<file path="config.mk">
export PLATFORM = sky130hd
export DESIGN_NAME = updown_sweep_ctrl
export DESIGN_NICKNAME = d
export VERILOG_FILES = /design/src/rtl/updown_sweep_ctrl.sv
export SDC_FILE = /design/constraint.sdc
export NUM_CORES = 1
export LEC_CHECK = 0
export CORE_MARGIN = 1.5
export CORE_UTILIZATION = 40
export CTS_CLUSTER_SIZE = 25
export DETAILED_ROUTE_END_ITERATION = 8
export SLEW_MARGIN = 20
export SYNTH_ARGS = -nofsm -noshare
export SYNTH_HDL_FRONTEND = slang
export SYNTH_SLANG_ARGS = --single-unit
</file>
<file path="constraint.sdc">
create_clock -name clk -period 9.6 [get_ports clk]
set_input_delay 1.92 -clock clk [delete_from_list [all_inputs] [get_ports clk]]
set_output_delay 1.92 -clock clk [all_outputs]
set_load 0.02 [all_outputs]
</file>
<file path="src/rtl/updown_sweep_ctrl.sv">
// updown_sweep_ctrl: sweeps a count between latched bounds for a set number of sweeps, paced by step_en
module updown_sweep_ctrl #(
   parameter int WIDTH = 16,
   parameter int CW = 8
) (
   input  logic             clk,
   input  logic             reset,
   input  logic             start,
   input  logic             stop,
   input  logic             step_en,
   input  logic [WIDTH-1:0] begpoint,
   input  logic [WIDTH-1:0] lo_bound,
   input  logic [WIDTH-1:0] hi_bound,
   input  logic [CW-1:0]    sweeps,
   output logic [WIDTH-1:0] counter,
   output logic             dir,
   output logic             busy,
   output logic             done,
   output logic             cfg_err
);
   typedef enum logic [2:0] {IDLE, LOAD, UP, DOWN, DONE} state_t;
   state_t state;
   logic [WIDTH-1:0] beg_r, lo_r, hi_r, nxt;
   logic [CW-1:0] sweeps_r, sweep_cnt, sweep_inc;
   logic cfg_ok, going_down, complete, fin;
   assign cfg_ok = (lo_bound < hi_bound) && (lo_bound <= begpoint) && (begpoint <= hi_bound);
   assign busy = (state == LOAD) || (state == UP) || (state == DOWN);
   // Reversal at hi consumes the step and lands on hi-1; a sweep ends on any downward step landing on lo.
   assign nxt = (state == UP) ? ((counter < hi_r) ? counter + 1'b1 : hi_r - 1'b1)
                              : ((counter > lo_r) ? counter - 1'b1 : counter);
   assign going_down = (state == DOWN) || ((state == UP) && (counter >= hi_r));
   assign complete = going_down && (nxt == lo_r);
   assign sweep_inc = sweep_cnt + 1'b1;
   assign fin = (sweeps_r != '0) && (sweep_inc == sweeps_r);
   always_ff @(posedge clk or posedge reset) begin
      if (reset) begin
         state     <= IDLE;
         counter   <= '0;
         dir       <= 1'b1;
         done      <= 1'b0;
         cfg_err   <= 1'b0;
         sweep_cnt <= '0;
         beg_r     <= '0;
         lo_r      <= '0;
         hi_r      <= '0;
         sweeps_r  <= '0;
      end else begin
         done    <= 1'b0;
         cfg_err <= 1'b0;
         case (state)
            IDLE, DONE: begin
               state <= IDLE;
               if (start && cfg_ok) begin
                  beg_r     <= begpoint;
                  lo_r      <= lo_bound;
                  hi_r      <= hi_bound;
                  sweeps_r  <= sweeps;
                  sweep_cnt <= '0;
                  state     <= LOAD;
               end else if (start) begin
                  cfg_err <= 1'b1;
               end
            end
            LOAD: begin
               if (stop) begin
                  state <= IDLE;
               end else begin
                  counter <= beg_r;
                  dir     <= 1'b1;
                  state   <= UP;
               end
            end
            UP, DOWN: begin
               if (stop) begin
                  state <= IDLE;
               end else if (step_en) begin
                  counter <= nxt;
                  if (complete) begin
                     sweep_cnt <= sweep_inc;
                     if (fin) begin
                        state <= DONE;
                        done  <= 1'b1;
                     end else begin
                        state <= UP;
                        dir   <= 1'b1;
                     end
                  end else if (going_down) begin
                     state <= DOWN;
                     dir   <= 1'b0;
                  end
               end
            end
            default: state <= IDLE;
         endcase
      end
   end
endmodule

</file>
==> Word-level counts from Yosys, hierarchy flattened <==
Cells that the tools add are included.
{ "classes": {"add_sub_neg": 4, "n_lt_le_gt_ge": 6, "eq_ne": 15, "n_mux": 35, "n_reduce_logical": 20} }
{ "op_table": {"columns": ["cell", "n"], "rows": [
  ["2-to-1 mux 16 bit", 6],
  ["less-or-equal comparator 16 bit", 2],
  ["less-than comparator 16 bit", 2],
  ["2-to-1 mux 8 bit", 4],
  ["one-hot mux 16 bit (2 select lines)", 1],
  ["subtractor 16 x 1 -> 16 bit (second input constant)", 2],
  ["adder 16 x 1 -> 16 bit (second input constant)", 1],
  ["== test 16 bit", 1],
  [">= comparator 16 bit", 1],
  ["greater-than comparator 16 bit", 1],
  ["one-hot mux 8 bit (2 select lines)", 1],
  ["2-to-1 mux 1 bit", 15],
  ["2-to-1 mux 3 bit", 5],
  ["!= test 2 bit (second input constant)", 5],
  ["!= test 3 bit (second input constant)", 3],
  ["one-hot mux 3 bit (3 select lines)", 1],
  ["adder 8 x 1 -> 8 bit (second input constant)", 1],
  ["== test 8 bit", 1],
  ["nonzero test 8 bit", 1],
  ["== test 3 x 2 -> 1 bit (second input constant)", 2],
  ["logical AND 1 bit", 6],
  ["AND reduction 6 bit", 1],
  ["AND reduction 5 bit", 1],
  ["!= test 4 bit (second input constant)", 1],
  ["10 further kinds", 15]
]} }
{ "word_totals": {"ff_bits": 86, "inputBits": 61, "out_inout_bits": 20} }

==> Logic depth before layout (Yosys ltp) <==
Gate-level depths: netlist of the first run.
{ "logic_depth": {"word_depth": 9, "mapped_depth": 16, "depth_no_buf": 12} }

==> Least setup slack after synthesis of the first run <==
No wires, ideal clock.
{ "synth_path": {"kind": "input -> register", "from": "input hi_bound[1]", "to": "register sweeps_r[0]", "setup_time_ns": 0.125, "t_arrival_ns": 4.562, "t_required_ns": 9.475, "setup_slack_ns": 4.913, "stages": 12, "path_buffers": 1, "cell_sequence": "inv_1 ha_1 nor2b_1 o21a_1 o21a_1 o21a_1 o211ai_1 a21oi_1 o21ai_0 nor3b_1 clkbuf_1 mux2_2"} }
{ "synth_between": {"elab_chain_len": 5} }
{ "synth_lines": {"columns": ["element", "line", "rtl"], "rows": [
  ["from (decl)", "13", "input logic [WIDTH-1:0] hi_bound,"],
  ["less-than comparator 16 bit", "26", "assign cfg_ok = (lo_bound < hi_bound) && (lo_bound <= begpoint) && (begpoint <= hi_bound);"],
  ["logical AND 1 bit", "26", null],
  ["logical AND 1 bit *", "26", null],
  ["logical AND 1 bit *", "53", "if (start && cfg_ok) begin"],
  ["AND reduction 2 bit (no source line) *", null, null],
  ["to (signal assigned)", "57", "sweeps_r <= sweeps;"],
  ["to (decl)", "24", "logic [CW-1:0] sweeps_r, sweep_cnt, sweep_inc;"]
]} }
Every way passes the cells marked *; elsewhere a longest branch is shown, timed or not.
A chain may end at the register's enable or synchronous reset.

==> Final worst setup path of the first run <==
{ "layout_path": {"from": "register counter[13]", "to": "register sweep_cnt[1]"} }
{ "layout_between": {"elab_chain_len": 7} }
{ "layout_lines": {"columns": ["element", "line", "rtl"], "rows": [
  ["from (decl)", "15", "output logic [WIDTH-1:0] counter,"],
  ["from (signal assigned)", "68", "counter <= beg_r;"],
  ["from (signal assigned)", "77", "counter <= nxt;"],
  ["subtractor 16 x 1 -> 16 bit, or another cell as far along", "30", ": ((counter > lo_r) ? counter - 1'b1 : counter);"],
  ["2-to-1 mux 16 bit, on equally long branches", "30, 29", null],
  ["2-to-1 mux 16 bit", "29", "assign nxt = (state == UP) ? ((counter < hi_r) ? counter + 1'b1 : hi_r - 1'b1)"],
  ["== test 16 bit", "32", "assign complete = going_down && (nxt == lo_r);"],
  ["logical AND 1 bit *", "32", null],
  ["!= test 2 bit (no source line) *", null, null],
  ["AND reduction 5 bit (no source line) *", null, null],
  ["to (signal assigned)", "79", "sweep_cnt <= sweep_inc;"],
  ["to (decl)", "24", null]
]} }
Marked as above.

==> impl_metrics.py, run 1 <==
metrics = {
    "status": {
        "outcome": "complete, no violations",
    },
    "layout": {
        "final_cell_mix": "99 x nand2_1, 85 x dfrtp_1, 83 x ha_1",
        "antennaDiodeCount": 0,
        "fillCellCount": 1955,
        "synthToLayoutAreaGrowth_pct": 15.9,
        "multi_input_area_sq_um": 5390,
        "layout.nets": 1147,
        "final_common_cell": "nand2_1",
        "design_area_sq_um": 9310,
        "regArea_sq_um": 2150,
        "layout-drive-gt1-share_pct": 9.13,
    },
    "sta": {
        "fin_crit_sh_pct": 54.8,
        "max_clock_freq_ghz": 0.190,
        "max_slew_margin_pct": 40.0,
        "drv_slew": 0,
        "finalSetupViolCount": 0,
        "setup_slack_ns": 4.34,
        "layout_min_cycle_time_ns": 5.26,
        "tns_ns": 0,
        "tightest_slew_ns": 0.900,
        "final-hold-violation-count": 0,
        "rsz0062_at_grt": "false",
        "finalClockSkew_ns": 0.0129,
    },
    "logic_synthesis": {
        "ys_seq_area_share_pct": 26.8,
        "avgSynthCellArea_sq_um": 8.45,
        "synth_cells": 950,
        "synth_flop_cell": "dfrtp_1",
        "synthesis.area_sq_um": 8030,
        "yosysWarnings": 0,
        "synth_fp_nets": 1094,
        "async_reset_ff_share_pct": 100,
        "ys_seq_elements": 86,
        "synth-edff-count": 0,
        "synth.distinct_cells": 84,
    },
    "cts": {
        "post_cts_buffers": 0,
        "htree_levels": 3,
        "clkTransAtPathRegs_ns": 0.07,
        "cts_sinks": 86,
        "ctsResizeCount": 0,
        "numCtsBuffers": 9,
        "cts_tree": "built",
        "root_buffer": "clkbuf_16",
        "clock_path_buffers": 2,
        "holdBufCountCts": 0,
        "clock_latency_ns": 0.36,
    },
    "critical_path": {
        "worstPathArrival_ns": 5.51,
        "setup.worst_path.start": "counter[13]",
        "required_ns": 9.85,
        "startpoint_type": "flip-flop",
        "timing.rr.start": "counter[13]",
        "end_kind": "flip-flop",
        "crit_type": "reg -> reg",
        "r2r_setup_slack_ns": 4.34,
        "crit_fanout": 17,
        "reg2reg_depth": 11,
    },
    "power": {
        "switching_share_pct": 51.1,
        "p_switching_w": 0.00144,
        "p_leak_nw": 3.93,
        "pwr-share-seq_pct": 28.6,
        "power.density_nw_per_um2": 302,
        "clockPowerShare_pct": 12.6,
        "ir_worst_vdd_mv": 0.136,
        "pwr-share-comb_pct": 58.8,
        "p_int_w": 0.00138,
    },
    "route": {
        "routed_wl_mm": 26.8,
        "initialDrtViolationCount": 726,
        "vias": 7554,
        "firstDrtPassIters": 6,
        "drc_errors": 0,
        "viasPerCell": 5.93,
        "final_antenna_net_count": 0,
        "routedWlPerCell_microns": 21.1,
    },
    "placed_design": {
        "place_hpwl_mm": 20.8,
        "post-place-ws_ns": 4.24,
        "port_buffers": 80,
        "gp_congestion": 1.02,
        "dpl_cell_area_sq_um": 9010,
    },
    "global_routing": {
        "grt_pass1_wl_mm": 41.6,
        "grt_max_degree": 73,
        "groute.usage.overall_pct": 27.0,
        "antenna_found_initial": 0,
        "grt_overflow": 0,
        "first_global_vias": 7123,
    },
    "die": {
        "initial_core_util_pct": 41.0,
        "die_w_microns": 145,
        "coreArea_sq_um": 19600,
        "die-area_sq_um": 20900,
        "ios": 81,
        "die_h_microns": 145,
        "rows": 51,
    },
    "hold_path": {
        "holdCritPathClass": "reg -> reg",
        "hold_depth": 1,
        "min-delay-start": "beg_r[6]",
    },
    "flow_run": {
        "max-cap-violations": 0,
    },
}
-- path summary, 6_finish.rpt --
check                          endpoint
max in group asynchronous     beg_r[13]
hold reg to reg                beg_r[6]
min in group asynchronous   sweeps_r[0]
hold / removal                 beg_r[6]
setup reg to reg           sweep_cnt[1]
setup / recovery           sweep_cnt[1]
-- final cells by class --
type                    instances  share of cell area, %
clock buffers                   9                   2.42
clock inverters                 7                  0.807
inverters                      74                   3.00
multi-input cells             745                   57.9
flip-flops and latches         86                   23.1
well taps                     265                   3.56
repair buffers                 87                   9.17
-- layer usage --
layer	track usage [%]	vias up	share of wire (%)
li1	-	3577	-
met1	38.3	3638	46
met2	40.1	289	43
met3	5.33	50	7.5
met4	10.7	0	3.1
met5	0	-	0
-- synthesized netlist by cell type (14+ instances only) --
master | count | area, sq um
mux2_2 | 30 | 338
clkbuf_1 | 29 | 109
nor2_1 | 60 | 225
ha_1 | 83 | 1040
nand2_1 | 99 | 372
nor3_1 | 15 | 75.1
nand3_1 | 23 | 115
nor4_1 | 14 | 87.6
nand4_1 | 25 | 156
inv_1 | 74 | 278
mux2i_1 | 17 | 170
xor2_1 | 17 | 149
xnor2_1 | 41 | 359
dfrtp_1 | 85 | 2130
a31oi_1 | 16 | 100
a21o_1 | 16 | 120
o21ai_0 | 70 | 350
a21oi_1 | 44 | 220
-- worst max-delay path, stage by stage (launching register included) --
cell	delay, ns
dfrtp_1	0.59
ha_1	0.42
nand4_2	0.20
nor4_2	0.61
o21ai_1	0.39
nand3_2	0.48
mux2i_1	0.16
a2111oi_0	0.64
o21ai_0	0.19
or4_1	0.73
nor3_4	0.40
mux2_4	0.33
-- logic make-up after synthesis --
kind of cell / count (synthesis) / share of synthesized area, %
compound gates: 234 / 19.7
xor+xnor: 59 / 6.61
fa+ha+maj: 83 / 12.9
buf+inv: 119 / 6.12
flops: 86 / 26.8
mux: 48 / 6.51
simple gates: 321 / 21.3
-- stage by stage --
step | util, % | total power, W | cells | hold WS, ns
CTS | 47.5 | 0.00278 | 1273 | 0.515
finish | 47.5 | 0.00281 | 1273 | 0.512
detailed placement | 46.0 | 0.00241 | 1257 | 0.499
global route | 47.5 | 0.00301 | 1273 | 0.538
floorplan | - | 0.00188 | 950 | 0.474
global placement | 46.0 | 0.00240 | 1257 | 0.494
-- flip-flops by register name (all words and copies together) (netlist names) --
register and flops:
beg_r 16, cfg_err 1, counter 16, dir 1, done 1, hi_r 16
lo_r 16, state 3, sweep_cnt 8, sweeps_r 8
-- power groups by stage --
| stage | combinational, W | clock [W] | sequential (W) |
|---|---|---|---|
| finish | 0.00165 | 0.000356 | 0.000804 |
| global route | 0.00181 | 0.000379 | 0.000825 |
| CTS | 0.00162 | 0.000365 | 0.000794 |
| detailed placement | 0.00161 | 0 | 0.000801 |
| global placement | 0.00160 | 0 | 0.000798 |
| floorplan | 0.00120 | 0 | 0.000677 |
Power figures use the tool's default switching activity.
==> run 2, diff against run 1 <==
==> constraint.sdc (replaced) <==
create_clock -name clk -period 4.35 [get_ports clk]
set_input_delay 0.87 -clock clk [delete_from_list [all_inputs] [get_ports clk]]
set_output_delay 0.87 -clock clk [all_outputs]
set_load 0.02 [all_outputs]
==> run 2 against run 1 <==
Power increased by 140%. Sequential share of layout area decreased by 1.2 points. Fmax increased by 26%. Critical path type unchanged.
==> impl_metrics.py, run 2 (synthesis gave the netlist of run 1 again) <==
metrics = {
    "sta": {
        "max_clock_freq_ghz": 0.240,
        "finalClockSkew_ns": 0.0140,
        "whs_ns": 0.509,
        "tns_ns": 0,
        "tightest_slew_ns": 1.04,
        "drv_slew": 0,
        "final-hold-violation-count": 0,
        "fin_crit_sh_pct": 95.9,
        "rsz0062_at_grt": "false",
        "finalSetupViolCount": 0,
        "layout_min_cycle_time_ns": 4.17,
        "setup_slack_ns": 0.177,
        "max_slew_margin_pct": 30.0,
    },
    "die": {
        "die-area_sq_um": 20900,
        "initial_core_util_pct": 41.0,
        "coreArea_sq_um": 19600,
        "ios": 81,
        "rows": 51,
        "die_w_microns": 145,
        "die_h_microns": 145,
    },
    "hold_path": {
        "holdCritPathClass": "reg -> reg",
        "min-delay-start": "beg_r[5]",
        "hold_depth": 1,
    },
    "placed_design": {
        "post-place-ws_ns": 0.0171,
        "port_buffers": 80,
        "place_hpwl_mm": 22.8,
        "gp_congestion": 0.983,
    },
    "critical_path": {
        "setup.worst_path.start": "lo_r[12]",
        "required_ns": 4.59,
        "timing.rr.start": "lo_r[12]",
        "worstPathArrival_ns": 4.41,
        "end_kind": "flip-flop",
        "crit_fanout": 6,
        "startpoint_type": "flip-flop",
        "crit_type": "reg -> reg",
        "crit_chain": "inv_1, ha_1, nand4_2, a2111o_1, buf_4, a31oi_4, mux2i_1, nor3b_1, o32ai_1, or4_1, buf_4, o311ai_0, nand2_1",
        "cp_slowest_stage_delay_ns": 0.70,
        "path_common_cell": "buf_4",
        "reg2reg_depth": 13,
        "crit_slowest_cell": "or4_1",
    },
    "cts": {
        "numCtsBuffers": 9,
        "clkTransAtPathRegs_ns": 0.08,
        "cts_tree": "built",
        "root_buffer": "clkbuf_16",
        "holdBufCountCts": 0,
        "clock_latency_ns": 0.36,
        "cts_sinks": 86,
        "htree_levels": 3,
        "clock_path_buffers": 2,
    },
    "route": {
        "viasPerCell": 5.85,
        "routed_wl_mm": 27.9,
        "final_antenna_net_count": 0,
        "routedWlPerCell_microns": 21.0,
        "route.met3.wl_mm": 1.69,
        "dr.max_layer_used": "met4",
        "initialDrtViolationCount": 645,
        "firstDrtPassIters": 5,
        "met2_length_mm": 11.8,
        "m1WireLength_mm": 13.1,
        "vias": 7777,
        "drc_errors": 0,
    },
    "layout": {
        "utilization_pct": 50.2,
        "antennaDiodeCount": 0,
        "synthToLayoutAreaGrowth_pct": 22.4,
        "final_common_cell": "nand2_1",
        "layout.nets": 1204,
        "layout-drive-gt1-share_pct": 14.2,
        "final_cell_mix": "99 x nand2_1, 84 x dfrtp_1, 83 x ha_1",
        "fillCellCount": 1899,
    },
    "global_routing": {
        "first_global_vias": 7313,
        "grt_overflow": 0,
        "groute.usage.overall_pct": 27.8,
        "antenna_found_initial": 0,
        "grt_pass1_wl_mm": 42.8,
        "grt_max_degree": 57,
    },
    "status": {
        "outcome": "complete, no violations",
    },
    "power": {
        "power_w": 0.00675,
        "power.density_nw_per_um2": 687,
        "ir_worst_vdd_mv": 0.280,
        "p_leak_nw": 4.25,
    },
    "flow_run": {
        "max-cap-violations": 0,
    },
}
[run 2: cell types whose count changed in the layout (fill, tap and decap cells not counted), sizes merged]
cell,previous run,this run
buf,7,64
bufinv,0,3
clkinv,4,1
clkinvlp,1,0
inv,76,77
[run 2: layer usage]
layer / vias up / track usage (%)
li1: 3687 / -
met1: 3702 / 40.3
met2: 329 / 41.0
met3: 59 / 3.85
met4: 0 / 12.7
met5: - / 0
[run 2: metrics by stage]
stage | instance area [sq um] | cells
2_1_floorplan | 8030 | 950
3_3_place_gp | 9470 | 1314
3_5_place_dp | 9470 | 1314
4_1_cts | 9820 | 1330
5_1_grt | 9830 | 1330
6_report | 9830 | 1330
[run 2: timing repair]
action | 4_1_cts | 5_1_grt
buffers inserted | 0 | 0
endpoints found under the setup margin | 0 | 7
gates resized for setup | 0 | 2
[run 2: worst max-delay path: cells and delay by family, from the launching register on]
family          cells  cell delay [ns]
simple gates        4             1.25
compound gates      4             1.19
buf+inv             3             0.50
flops               1             0.47
fa+ha+maj           1             0.32
mux                 1             0.32
[run 2: area by class of cell]
cell class	count	area [sq um]	area share [%]
repair buffers	144	1320	13.4
flip-flops and latches	86	2150	21.9
multi-input cells	745	5390	54.9
clock buffers	9	225	2.29
well taps	265	332	3.37
clock inverters	7	128	1.30
inverters	74	280	2.85
[run 2: worst paths after layout]
check                               end  slack, ns
max                        sweep_cnt[2]       0.18
min                            beg_r[5]       0.51
max reg2reg                sweep_cnt[2]       0.18
min reg2reg                    beg_r[5]       0.51
max in group asynchronous      hi_r[11]       2.60
min in group asynchronous   sweeps_r[0]       0.99
[run 2: where the power goes]
group	switching, W	internal [W]	total, W
Sequential	0.000391	0.00112	0.00151
Combinational	0.00249	0.00181	0.00431
Clock	0.000363	0.000571	0.000934
==> run 3, diff against run 2 <==
--- a/config.mk
+++ b/config.mk
@@ -9,6 +9,8 @@
 export CORE_UTILIZATION = 40
 export CTS_CLUSTER_SIZE = 25
 export DETAILED_ROUTE_END_ITERATION = 8
+export GPL_ROUTABILITY_DRIVEN = 0
+export SKIP_LAST_GASP = 1
 export SLEW_MARGIN = 20
 export SYNTH_ARGS = -nofsm -noshare
 export SYNTH_HDL_FRONTEND = slang
==> run 3 against run 2 <==
Hold slack better by 0.00086 ns. Clock skew about the same. Via count down 1.1%. Non-clock buffer count up 3. Register-to-register slack better by 0.03 ns. Utilization about the same. Cell count up 0.23%. Die area unchanged. Cell area about the same. Highest routed layer unchanged. Clock-buffer cell count unchanged. Critical path type unchanged.
==> impl_metrics.py, run 3 (synthesis gave the netlist of run 1 again) <==
metrics = {
    "layout": {
        "antennaDiodeCount": 0,
        "final_cell_mix": "99 x nand2_1, 84 x dfrtp_1, 83 x ha_1",
        "layout-drive-gt1-share_pct": 14.8,
        "utilization_pct": 50.1,
        "synthToLayoutAreaGrowth_pct": 22.3,
        "final_common_cell": "nand2_1",
        "layout.nets": 1207,
    },
    "global_routing": {
        "groute.usage.overall_pct": 27.4,
        "grt_overflow": 0,
        "grt_pass1_wl_mm": 42.4,
        "first_global_vias": 7334,
        "grt_max_degree": 61,
        "antenna_found_initial": 0,
    },
    "route": {
        "routed_wl_mm": 27.5,
        "viasPerCell": 5.77,
        "initialDrtViolationCount": 724,
        "firstDrtPassIters": 6,
        "vias": 7689,
        "routedWlPerCell_microns": 20.6,
        "drc_errors": 0,
        "final_antenna_net_count": 0,
    },
    "sta": {
        "final-hold-violation-count": 0,
        "max_clock_freq_ghz": 0.241,
        "tightest_slew_ns": 0.854,
        "layout_min_cycle_time_ns": 4.15,
        "tns_ns": 0,
        "finalClockSkew_ns": 0.0136,
        "setup_slack_ns": 0.204,
        "drv_slew": 0,
        "max_slew_margin_pct": 42.9,
        "finalSetupViolCount": 0,
        "fin_crit_sh_pct": 95.3,
    },
    "cts": {
        "root_buffer": "clkbuf_16",
        "clock_path_buffers": 2,
        "cts_tree": "built",
        "clock_latency_ns": 0.36,
        "holdBufCountCts": 0,
        "cts_sinks": 86,
        "htree_levels": 3,
        "numCtsBuffers": 9,
        "post_cts_buffers": 0,
        "clkTransAtPathRegs_ns": 0.08,
        "ctsResizeCount": 0,
    },
    "die": {
        "die-area_sq_um": 20900,
        "die_w_microns": 145,
        "coreArea_sq_um": 19600,
        "initial_core_util_pct": 41.0,
        "rows": 51,
        "die_h_microns": 145,
        "ios": 81,
    },
    "placed_design": {
        "port_buffers": 80,
        "place_hpwl_mm": 22.2,
        "post-place-ws_ns": 0.139,
    },
    "power": {
        "power.density_nw_per_um2": 680,
        "p_switching_w": 0.00325,
        "pwr-share-comb_pct": 65.1,
        "switching_share_pct": 48.7,
        "clockPowerShare_pct": 12.2,
        "p_int_w": 0.00343,
        "ir_worst_vdd_mv": 0.244,
        "p_leak_nw": 4.24,
        "pwr-share-seq_pct": 22.7,
    },
    "critical_path": {
        "cp_slowest_stage_delay_ns": 0.62,
        "worstPathArrival_ns": 4.39,
        "cp_num_buf_inv": 2,
        "startpoint_type": "flip-flop",
        "crit_chain": "inv_1, ha_1, nand4_1, a2111o_1, buf_4, a31oi_1, mux2i_2, or2_2, o2111ai_1, or4_1, nor3_4, mux2_4",
        "crit_fanout": 8,
        "crit_slowest_cell": "or4_1",
        "crit_type": "reg -> reg",
        "cp_top_family": "simple AND/OR/NAND/NOR gates",
        "end_kind": "flip-flop",
        "required_ns": 4.60,
    },
    "status": {
        "outcome": "complete, no violations",
    },
    "flow_run": {
        "max-cap-violations": 0,
    },
    "hold_path": {
        "holdCritPathClass": "reg -> reg",
    },
}
run 3: changes by cell type in the layout (fill, tap and decap cells not counted), sizes merged:
cell    previous run  this run
buf               64        67
bufinv             3         1
clkinv             1         4
inv               77        76
run 3: worst reg2reg max path, delay by kind of cell, from the launching register on:
family | cells | cell delay, ns
and+or+nand+nor | 4 | 1.29
adders and majority gates | 1 | 0.32
buffers and inverters | 2 | 0.32
muxes | 2 | 0.74
DFF | 1 | 0.45
AOI/OAI and AO/OA | 3 | 0.92
run 3: power groups by stage:
stage | sequential [W] | combinational, W | clock, W
after detailed placement | 0.00151 | 0.00421 | 0
after global placement | 0.00150 | 0.00419 | 0
after global routing | 0.00155 | 0.00473 | 0.000859
final | 0.00151 | 0.00435 | 0.000815
after CTS | 0.00150 | 0.00423 | 0.000830
after floorplan | 0.00149 | 0.00265 | 0
run 3: cell type report:
class / count / area (sq um)
tap: 265 / 332
clock buffer: 9 / 225
timing repair buffer: 147 / 1320
sequential: 86 / 2150
inverter: 74 / 279
fill: 1929 / 9770
multi-input combinational: 745 / 5440
clock inverter: 7 / 81.3
run 3: per-layer routing:
layer / global-route usage, % / routed length (microns) / up-vias
li1: - / - / 3688
met1: 38.5 / 12700 / 3661
met2: 41.7 / 11900 / 289
met3: 4.90 / 1890 / 51
met4: 11.0 / 986 / 0
met5: 0 / 0 / -
run 3: path summary, 6_finish.rpt:
check	from	end	slack [ns]	cells after the start
worst max-delay path	lo_r[7]	sweep_cnt[1]	0.20	12
worst min-delay path	beg_r[3]	beg_r[3]	0.51	1
worst max register to register	lo_r[7]	sweep_cnt[1]	0.20	12
worst min register to register	beg_r[3]	beg_r[3]	0.51	1
max in group asynchronous	reset	lo_r[5]	2.57	3
min in group asynchronous	reset	sweeps_r[1]	0.95	2
run 3: stage by stage:
| step | instances | instance area (sq um) | hold slack, ns | total power, W |
|---|---|---|---|---|
| 6_report | 1333 | 9820 | 0.510 | 0.00668 |
| 5_1_grt | 1333 | 9820 | 0.522 | 0.00714 |
| 4_1_cts | 1333 | 9780 | 0.512 | 0.00656 |
| 3_5_place_dp | 1317 | 9470 | 0.495 | 0.00572 |
| 3_3_place_gp | 1317 | 9470 | 0.488 | 0.00569 |
| 2_1_floorplan | 950 | 8030 | 0.474 | 0.00415 |
